$ cat src/rtl/hdc_ctrl_pkg.sv
// Shared types for the HDC controller blocks: sequencer state encoding and
// the handshake flags decoded from it.
package hdc_ctrl_pkg;

    typedef enum logic [1:0] {
        IDLE  = 2'd0,
        ISSUE = 2'd1,
        WAIT  = 2'd2
    } fold_state_e;

    typedef struct packed {
        logic fin_ready;
        logic fold_valid;
        logic busy;
    } seq_flags_t;

    // Handshake flags are a pure function of the sequencer state.
    function automatic seq_flags_t decode_flags(input fold_state_e st);
        seq_flags_t f;
        case (st)
            IDLE:    f = '{fin_ready: 1'b1, fold_valid: 1'b0, busy: 1'b0};
            ISSUE:   f = '{fin_ready: 1'b0, fold_valid: 1'b1, busy: 1'b1};
            WAIT:    f = '{fin_ready: 1'b0, fold_valid: 1'b0, busy: 1'b1};
            default: f = '{fin_ready: 1'b1, fold_valid: 1'b0, busy: 1'b0};
        endcase
        return f;
    endfunction

endpackage

$ cat src/rtl/fold_sequencer.sv
// Steps a frame through NUM_FOLDS fold beats, waits for the fused result,
// counts completed frames and flags stray result pulses.
module fold_sequencer
    import hdc_ctrl_pkg::*;
#(
    parameter int NUM_FOLDS       = 1,
    parameter int NUM_FOLDS_WIDTH = 1,
    parameter int FRAME_CNT_WIDTH = 16
) (
    input  logic                       clk,
    input  logic                       rst,
    input  logic                       fin_valid,
    output logic                       fin_ready,
    output logic                       fold_valid,
    input  logic                       fold_ready,
    output logic [NUM_FOLDS_WIDTH-1:0] fold_counter,
    output logic                       done,
    input  logic                       res_valid,
    output logic                       busy,
    output logic [FRAME_CNT_WIDTH-1:0] frame_count,
    output logic                       err
);

    localparam logic [NUM_FOLDS_WIDTH-1:0] LAST_IDX = NUM_FOLDS_WIDTH'(NUM_FOLDS - 1);

    fold_state_e                 state_q, state_d;
    logic [NUM_FOLDS_WIDTH-1:0]  idx_q, idx_d;
    logic [FRAME_CNT_WIDTH-1:0]  frame_cnt_q, frame_cnt_d;
    logic                        err_q, err_d;
    seq_flags_t                  flags_q, flags_d;
    logic [NUM_FOLDS_WIDTH-1:0]  fold_counter_q, fold_counter_d;
    logic                        done_q, done_d;

    // Next-state, index, frame counter and error flag; outputs are
    // precomputed from the next state so every output leaves a flop.
    always_comb begin
        state_d     = state_q;
        idx_d       = idx_q;
        frame_cnt_d = frame_cnt_q;
        err_d       = err_q;
        case (state_q)
            IDLE: begin
                if (fin_valid) begin
                    state_d = ISSUE;
                    idx_d   = '0;
                end else begin
                    state_d = IDLE;
                end
                if (res_valid) begin
                    err_d = 1'b1;
                end else begin
                    err_d = err_q;
                end
            end
            ISSUE: begin
                if (fold_ready) begin
                    if (idx_q == LAST_IDX) begin
                        state_d = WAIT;
                        idx_d   = '0;
                    end else begin
                        idx_d = idx_q + NUM_FOLDS_WIDTH'(1'b1);
                    end
                end else begin
                    idx_d = idx_q;
                end
                if (res_valid) begin
                    err_d = 1'b1;
                end else begin
                    err_d = err_q;
                end
            end
            WAIT: begin
                // A frame still offered here is taken in the following IDLE cycle.
                if (res_valid) begin
                    state_d     = IDLE;
                    frame_cnt_d = frame_cnt_q + FRAME_CNT_WIDTH'(1'b1);
                end else begin
                    state_d = WAIT;
                end
            end
            default: begin
                state_d = IDLE;
                idx_d   = '0;
            end
        endcase

        flags_d        = decode_flags(state_d);
        done_d         = (state_d == ISSUE) && (idx_d == LAST_IDX);
        fold_counter_d = (state_d == ISSUE) ? idx_d : '0;
    end

    // Single state register with synchronous active-low reset.
    always_ff @(posedge clk) begin
        if (!rst) begin
            state_q        <= IDLE;
            idx_q          <= '0;
            frame_cnt_q    <= '0;
            err_q          <= 1'b0;
            flags_q        <= decode_flags(IDLE);
            fold_counter_q <= '0;
            done_q         <= 1'b0;
        end else begin
            state_q        <= state_d;
            idx_q          <= idx_d;
            frame_cnt_q    <= frame_cnt_d;
            err_q          <= err_d;
            flags_q        <= flags_d;
            fold_counter_q <= fold_counter_d;
            done_q         <= done_d;
        end
    end

    assign fin_ready    = flags_q.fin_ready;
    assign fold_valid   = flags_q.fold_valid;
    assign busy         = flags_q.busy;
    assign fold_counter = fold_counter_q;
    assign done         = done_q;
    assign frame_count  = frame_cnt_q;
    assign err          = err_q;

endmodule

$ cat config.mk
export PLATFORM = sky130hd
export DESIGN_NAME = fold_sequencer
export DESIGN_NICKNAME = d
export VERILOG_FILES = /design/src/rtl/hdc_ctrl_pkg.sv /design/src/rtl/fold_sequencer.sv
export SDC_FILE = /design/constraint.sdc
export NUM_CORES = 1
export LEC_CHECK = 0
export ABC_AREA = 1
export CAP_MARGIN = 20
export CORE_ASPECT_RATIO = 1.5
export CORE_MARGIN = 2
export CORE_UTILIZATION = 45
export CTS_BUF_LIST = sky130_fd_sc_hd__clkbuf_4 sky130_fd_sc_hd__clkbuf_8
export DETAILED_ROUTE_END_ITERATION = 10
export PLACE_DENSITY = 0.72
export REMOVE_ABC_BUFFERS = 1
export SLEW_MARGIN = 20
export SYNTH_ARGS = -nofsm -noshare
export SYNTH_HDL_FRONTEND = slang
export SYNTH_SLANG_ARGS = --single-unit
$ cat constraint.sdc
create_clock -name clk -period 3.4 [get_ports clk]
set_clock_uncertainty 0.2 [all_clocks]
set_input_delay 0.51 -clock clk [delete_from_list [all_inputs] [get_ports clk]]
set_output_delay 0.51 -clock clk [all_outputs]
set_load 0.01 [all_outputs]
# ---- Word-level counts from Yosys, hierarchy flattened
# Cells that the tools add are included.
dict set report op_classes {
  muxes 10
  eq_ne 4
  n_reduce_logical 6
  n_bitwise 1
  addsub 2
}
# op count
set op_table {}
lappend op_table {{$add 16x1->16 const B} 1}
lappend op_table {{$mux 2} 3}
lappend op_table {{$pmux 2 s3} 1}
lappend op_table {{$pmux 3 s2} 1}
lappend op_table {{$reduce_and 2->1} 3}
lappend op_table {{$eq 2x1->1 const B} 2}
lappend op_table {{$eq 2x2->1 const B} 2}
lappend op_table {{$mux 1} 4}
lappend op_table {{$pmux 1 s3} 1}
lappend op_table {{$logic_not 2->1} 1}
lappend op_table {{$reduce_or 2->1} 1}
lappend op_table {{$add 1x1->1 const B} 1}
lappend op_table {{$logic_and 1x1->1} 1}
lappend op_table {{$not 1->1} 1}
dict set report totals {
  reg_bits 25
  output_inout_bits 22
}

# ---- Depth between registers and ports, before layout
# Gate-level depths: netlist (run 1).
dict set report depth {
  word_depth 6
  depth_mapped 8
  mapped_depth_nobuf 8
}

# ---- Worst setup path before layout (run 1)
# OpenSTA, ideal clock, no wires.
dict set report synth_path {
  path_kind {reg2reg}
  from {register frame_cnt_q[0], in the netlist frame_count[0]}
  to {register frame_cnt_q[8], in the netlist frame_count[8]}
  t_required_ns 3.081
  n_path_buf 0
  synth_period_minus_slack_ns 1.480
  arrival_time_ns 1.160
  path_slack_ns 1.920
  setup_time_ns 0.119
  path_stages_with_launch 7
  cell_sequence {dfxtp_1 -> ha_1 -> nand3_1 -> nor2_2 -> nand3_1 -> o21ai_0 -> a21oi_1}
}
dict set report synth_between {
  elab_chain_len 1
}
# element line_no
set synth_lines {}
lappend synth_lines {{from (decl)} fold_sequencer.sv:28} ;# logic [FRAME_CNT_WIDTH-1:0] frame_cnt_q, frame_cnt_d;
lappend synth_lines {{from (signal assigned)} fold_sequencer.sv:105} ;# frame_cnt_q <= frame_cnt_d;
lappend synth_lines {{$add 16x1->16} fold_sequencer.sv:76} ;# frame_cnt_d = frame_cnt_q + FRAME_CNT_WIDTH'(1'b1);
# No other way between the ends.
# A chain may end at the register's enable or synchronous reset.

# ---- Worst setup path after layout (run 1)
dict set report layout_path {
  from {register frame_cnt_q[10], in the netlist frame_count[10]}
  to {output port frame_count[10]}
}
# element line_no
set layout_lines {}
lappend layout_lines {{to (decl)} fold_sequencer.sv:20} ;# output logic [FRAME_CNT_WIDTH-1:0] frame_count,
# No word-level cell between the ends.

==> results of run 1 <==
stage by stage:
step                      util, %  worst slack, ns  hold slack, ns  instances
after global placement       58.2             1.28           0.256        205
after floorplan                 -             1.92           0.231        155
final                        59.5             1.37           0.287        209
after CTS                    59.5             1.36           0.295        209
after global routing         59.5             1.32           0.324        209
after detailed placement     58.2             1.24           0.262        205
cell usage after synthesis (all sizes together):
| library cell | number | area share, % |
|---|---|---|
| a211oi | 1 | 0.67 |
| a21oi | 8 | 3.6 |
| a31oi | 2 | 1.1 |
| clkbuf | 2 | 0.67 |
| dfxtp | 25 | 44 |
| ha | 3 | 3.3 |
| inv | 25 | 8.3 |
| nand2 | 34 | 12 |
| nand3 | 9 | 5.1 |
| nand4 | 4 | 2.2 |
| nor2 | 31 | 11 |
| nor3 | 2 | 1.3 |
| nor3b | 2 | 1.3 |
| o21ai | 5 | 2.2 |
| o21bai | 1 | 0.67 |
| o22ai | 1 | 0.56 |
| xor2 | 2 | 1.6 |
routing by layer:
layer	share of wire, %	vias to the layer above	wire length (um)
met3	4.1	5	95
met1	39	488	915
li1	-	547	-
met2	55	25	1280
met4	1.9	0	44
met5	0	-	0
logic make-up (layout without fill, tap and decap cells):
logic type / count (synthesis) / count (layout) / share of synthesized area [%]
adders and majority gates: 3 / 3 / 3.33
AOI/OAI and AO/OA: 18 / 18 / 8.77
and+or+nand+nor: 82 / 82 / 33.0
DFF: 25 / 25 / 44.4
xor gates and xnor gates: 2 / 2 / 1.55
buffers and inverters: 27 / 55 / 8.99
power groups by stage:
stage | Combinational (mW) | Clock (mW) | Sequential (mW)
detailed placement | 0.0472 | 0 | 0.311
CTS | 0.0473 | 0.143 | 0.304
finish | 0.0464 | 0.142 | 0.304
global placement | 0.0462 | 0 | 0.311
floorplan | 0.0193 | 0 | 0.314
global route | 0.0520 | 0.154 | 0.305
worst max path at each step:
stage                      endpoint  slack, ns  cells after the start       startpoint
finish              frame_count[10]       1.37                      1  frame_count[10]
global route         frame_count[5]       1.32                      1   frame_count[5]
CTS                 frame_count[10]       1.36                      1  frame_count[10]
detailed placement        fin_ready       1.24                      6        res_valid
global placement          fin_ready       1.28                      6        res_valid
floorplan            frame_count[8]       1.92                      6   frame_count[0]
state kept, by name (all words and copies together) (netlist names):
register      cells
frame_count      16
fold_counter      1
fin_ready         1
busy              1
done              1
state_q           2
err               1
fold_valid        1
idx_q             1
cell usage in the layout, fill, tap and decap left out, types with 3 or more instances in the layout:
master / n
nand2_1: 33
nor2_1: 28
clkdlybuf4s50_1: 26
dfxtp_1: 25
inv_1: 23
nand3_1: 8
a21oi_1: 8
o21ai_0: 5
nand4_1: 4
clkbuf_4: 4
ha_1: 3
cell type report:
cell class              count  area (um^2)  area share [%]
clock buffers               4         30.0            2.09
inverters                  25         93.8            6.52
multi-input cells         105          526            36.5
flip-flops and latches     25          500            34.8
well taps                  24         30.0            2.09
repair buffers             26          260            18.1
==> results.json, run 1 <==
{
  "crit_path_max_incr_delay_ns": 0.56,
  "crit_path_start_kind": "register",
  "cp_top_family": "buffers and inverters",
  "viasPerCell": 5.10,
  "met1_usage_pct": 17.8,
  "stdcell_area_mm2": 0.00144,
  "drt-total-wl_um": 2340,
  "finalSetupTns_ns": 0,
  "r2r_cells": 6,
  "wl_per_cell_um": 11.2,
  "diodes": 0,
  "area_delta_synth_final_pct": 27.7,
  "ys_seq_area_share_pct": 44.4,
  "post-dp-hpwl_um": 1820,
  "die-area_mm2": 0.00293,
  "antenna_found_initial": 0,
  "hold_start": "idx_q",
  "synth.ff_latch_count": 25,
  "postCtsHoldBufs": 0,
  "rsz0062_at_grt": "no",
  "busiest_layer": "met2",
  "start_util_pct": 46.5,
  "outcome": "complete, no violations",
  "path_buf_inv": 1,
  "arrival_ns": 1.32,
  "tightestPinTransition_ns": 0.416,
  "drv_slew": 0,
  "avgSynthCellArea_um2": 7.18,
  "drt-initial-drc-count": 5,
  "layout_min_cycle_time_ns": 2.03,
  "die_h_um": 65.3,
  "drc": 0,
  "cts_tree": "yes",
  "p_leak_nw": 0.574,
  "drive_gt1_share_pct": 6.49,
  "nets": 194,
  "relSlewSlack_pct": 72.3,
  "grt_pass1_wl_um": 3860,
  "internal_power_mw": 0.377,
  "met2_usage_pct": 33.2,
  "drtPass1Iterations": 4,
  "ys_warn_count": 0,
  "core_area_mm2": 0.00242,
  "clock_sinks": 25,
  "whs_endpoint": "done",
  "cts_setup_buffers": 0,
  "numCtsBuffers": 3,
  "p_comb_share_pct": 9.4,
  "seqPwrFrac_pct": 61.7,
  "grt_pass1_vias": 994,
  "globalRouteOverflowTotal": 0,
  "ant_nets": 0,
  "power_mw": 0.493,
  "vdd_drop_max_v": 0.000235,
  "reg2reg_slack_ns": 1.82,
  "num_vias": 1065,
  "power_switching_share_pct": 23.5,
  "io_buffer_count": 26,
  "grt_max_degree": 14,
  "p_sw_mw": 0.116,
  "die_x_um": 44.9,
  "syn-instance-count": 157,
  "num_rows": 22,
  "crit_required_ns": 2.69,
  "use_met3_pct": 1.92,
  "clock_latency_ns": 0.32,
  "worstPathCellList": "clkdlybuf4s50_1",
  "gp_congestion": 0.778,
  "htree_levels": 1,
  "cts_root_buf": "clkbuf_4",
  "powerDensity_mw_per_mm2": 342,
  "critPathMaxFanout": 5,
  "clk_pin_slew_ns": 0.13,
  "min_path_type": "register to register",
  "fmax_mhz": 493,
  "clock_path_buffers": 2,
  "setup_viol": 0,
  "worst-setup-path-type": "register to output pin",
  "cpMaxStageDelayCell": "clkdlybuf4s50_1",
  "r2r-end": "frame_count[10]",
  "place_area_mm2": 0.00141,
  "postCtsResizedCells": 0,
  "power_frac_clock_pct": 28.9,
  "hold_path_depth": 1,
  "cap_viol_max_count": 0,
  "ios": 27,
  "r2r_start": "frame_count[0]",
  "n_fill_cell": 230,
  "yosys.cell_types.count": 23,
  "end_kind": "output pin",
  "hold_violations": 0,
  "post-route-period-util_pct": 59.7,
  "synth_area_mm2": 0.00113,
  "groute.usage.overall_pct": 17.4
}
Note: power is estimated with default switching activity, not from simulation.
==> run 2: changes to the inputs <==
Clock period 3.4 ns to 2 ns, I/O delays scaled along.
==> results.json, run 2 (same netlist as run 1, synthesis figures left out) <==
{
  "groute.usage.overall_pct": 18.2,
  "dp_slack_ns": 0.112,
  "htree_levels": 1,
  "p_leak_nw": 0.583,
  "final_common_cell": "nand2_1",
  "cts_root_buf": "clkbuf_4",
  "post-route-period-util_pct": 91.2,
  "relSlewSlack_pct": 70.2,
  "postCtsResizedCells": 0,
  "drtPass1Iterations": 4,
  "worst_hold_slack_ns": 0.268,
  "setup_viol": 0,
  "grt_pass1_vias": 969,
  "cp_top_family": "buffers and inverters",
  "fmax_mhz": 548,
  "arrival_ns": 1.32,
  "die_x_um": 44.9,
  "grt_pass1_wl_um": 3970,
  "gp_congestion": 0.780,
  "postCtsHoldBufs": 0,
  "wl_per_cell_um": 11.1,
  "hold_start": "idx_q",
  "worstPathCellList": "clkdlybuf4s50_1",
  "worst-setup-path-type": "register to output pin",
  "rsz0062_at_grt": "no",
  "vdd_drop_max_v": 0.000327,
  "end_kind": "output pin",
  "crit_required_ns": 1.50,
  "ant_nets": 0,
  "n_fill_cell": 235,
  "drt-total-wl_um": 2340,
  "layout_min_cycle_time_ns": 1.82,
  "cap_viol_max_count": 0,
  "ios": 27,
  "start_util_pct": 46.5,
  "crit_path_max_incr_delay_ns": 0.57,
  "num_rows": 22,
  "min_path_type": "register to register",
  "diodes": 0,
  "cpMaxStageDelayCell": "clkdlybuf4s50_1",
  "clk_pin_slew_ns": 0.13,
  "clock_sinks": 25,
  "crit_path_start_kind": "register",
  "globalRouteOverflowTotal": 0,
  "io_buffer_count": 26,
  "viasPerCell": 5.05,
  "drive_gt1_share_pct": 7.49,
  "outcome": "complete, no violations",
  "die_h_um": 65.3,
  "numCtsBuffers": 3,
  "core_area_mm2": 0.00242,
  "post-dp-hpwl_um": 1810,
  "r2r_start": "frame_count[0]",
  "largest_reg_flops": 16,
  "drv_slew": 0,
  "critPathLaunch": "frame_count[9]",
  "grt_max_degree": 14,
  "num_vias": 1066,
  "drt-initial-drc-count": 13,
  "tightestPinTransition_ns": 0.446,
  "reg2reg_slack_ns": 0.38,
  "path_buf_inv": 1,
  "clock_latency_ns": 0.32,
  "power_mw": 0.841,
  "area_delta_synth_final_pct": 29.1,
  "cts_tree": "yes",
  "antenna_found_initial": 0,
  "cts_setup_buffers": 0,
  "clock_path_buffers": 2,
  "drc": 0,
  "nets": 196,
  "layout_common_cells": "nand2_1, nor2_1, clkdlybuf4s50_1",
  "setup_ws_ns": 0.175,
  "hold_violations": 0,
  "finalSetupTns_ns": 0,
  "powerDensity_mw_per_mm2": 578,
  "die-area_mm2": 0.00293,
  "critPathMaxFanout": 5
}
run 2: cell types whose count changed in the layout (fill, tap and decap cells not counted):
cell / previous run / this run
buf_4: 0 / 2
run 2: stage by stage:
step | instance area (um^2) | util, % | cells
CTS | 1460 | 60.1 | 211
floorplan | 1120 | - | 155
finish | 1460 | 60.1 | 211
detailed placement | 1430 | 58.8 | 207
global route | 1460 | 60.1 | 211
global placement | 1430 | 58.8 | 207
run 2: metal layers:
layer | up-vias | GRT usage [%] | share of wire (%)
li1 | 551 | - | -
met1 | 490 | 19.9 | 41
met4 | 0 | 6.62 | 1.6
met5 | - | 0 | 0
met2 | 20 | 33.3 | 54
met3 | 5 | 3.30 | 3.3
run 2: final timing paths:
| kind | end | cells past startpoint |
|---|---|---|
| min | done | 1 |
| max reg2reg | frame_count[8] | 6 |
| max | frame_count[9] | 1 |
| min reg2reg | done | 1 |
run 2: layout make-up:
type | count | area, um^2 | share of cell area (%)
Clock buffer | 4 | 30.0 | 2.06
Inverter | 25 | 93.8 | 6.45
Multi-Input combinational cell | 105 | 526 | 36.1
Sequential cell | 25 | 500 | 34.4
Tap cell | 24 | 30.0 | 2.06
Timing Repair Buffer | 28 | 275 | 18.9
run 2: power by group:
group	internal, mW	switching (mW)
registers	0.511	0.00618
logic	0.0409	0.0420
clock network	0.0917	0.150
total	0.643	0.198
==> run 3: changes to the inputs <==
Settings changed: ABC_CLOCK_PERIOD_IN_PS from default to 2000.
==> results of run 3 <==
Same layout as run 2: the final DEF is identical, and so are final timing and power.
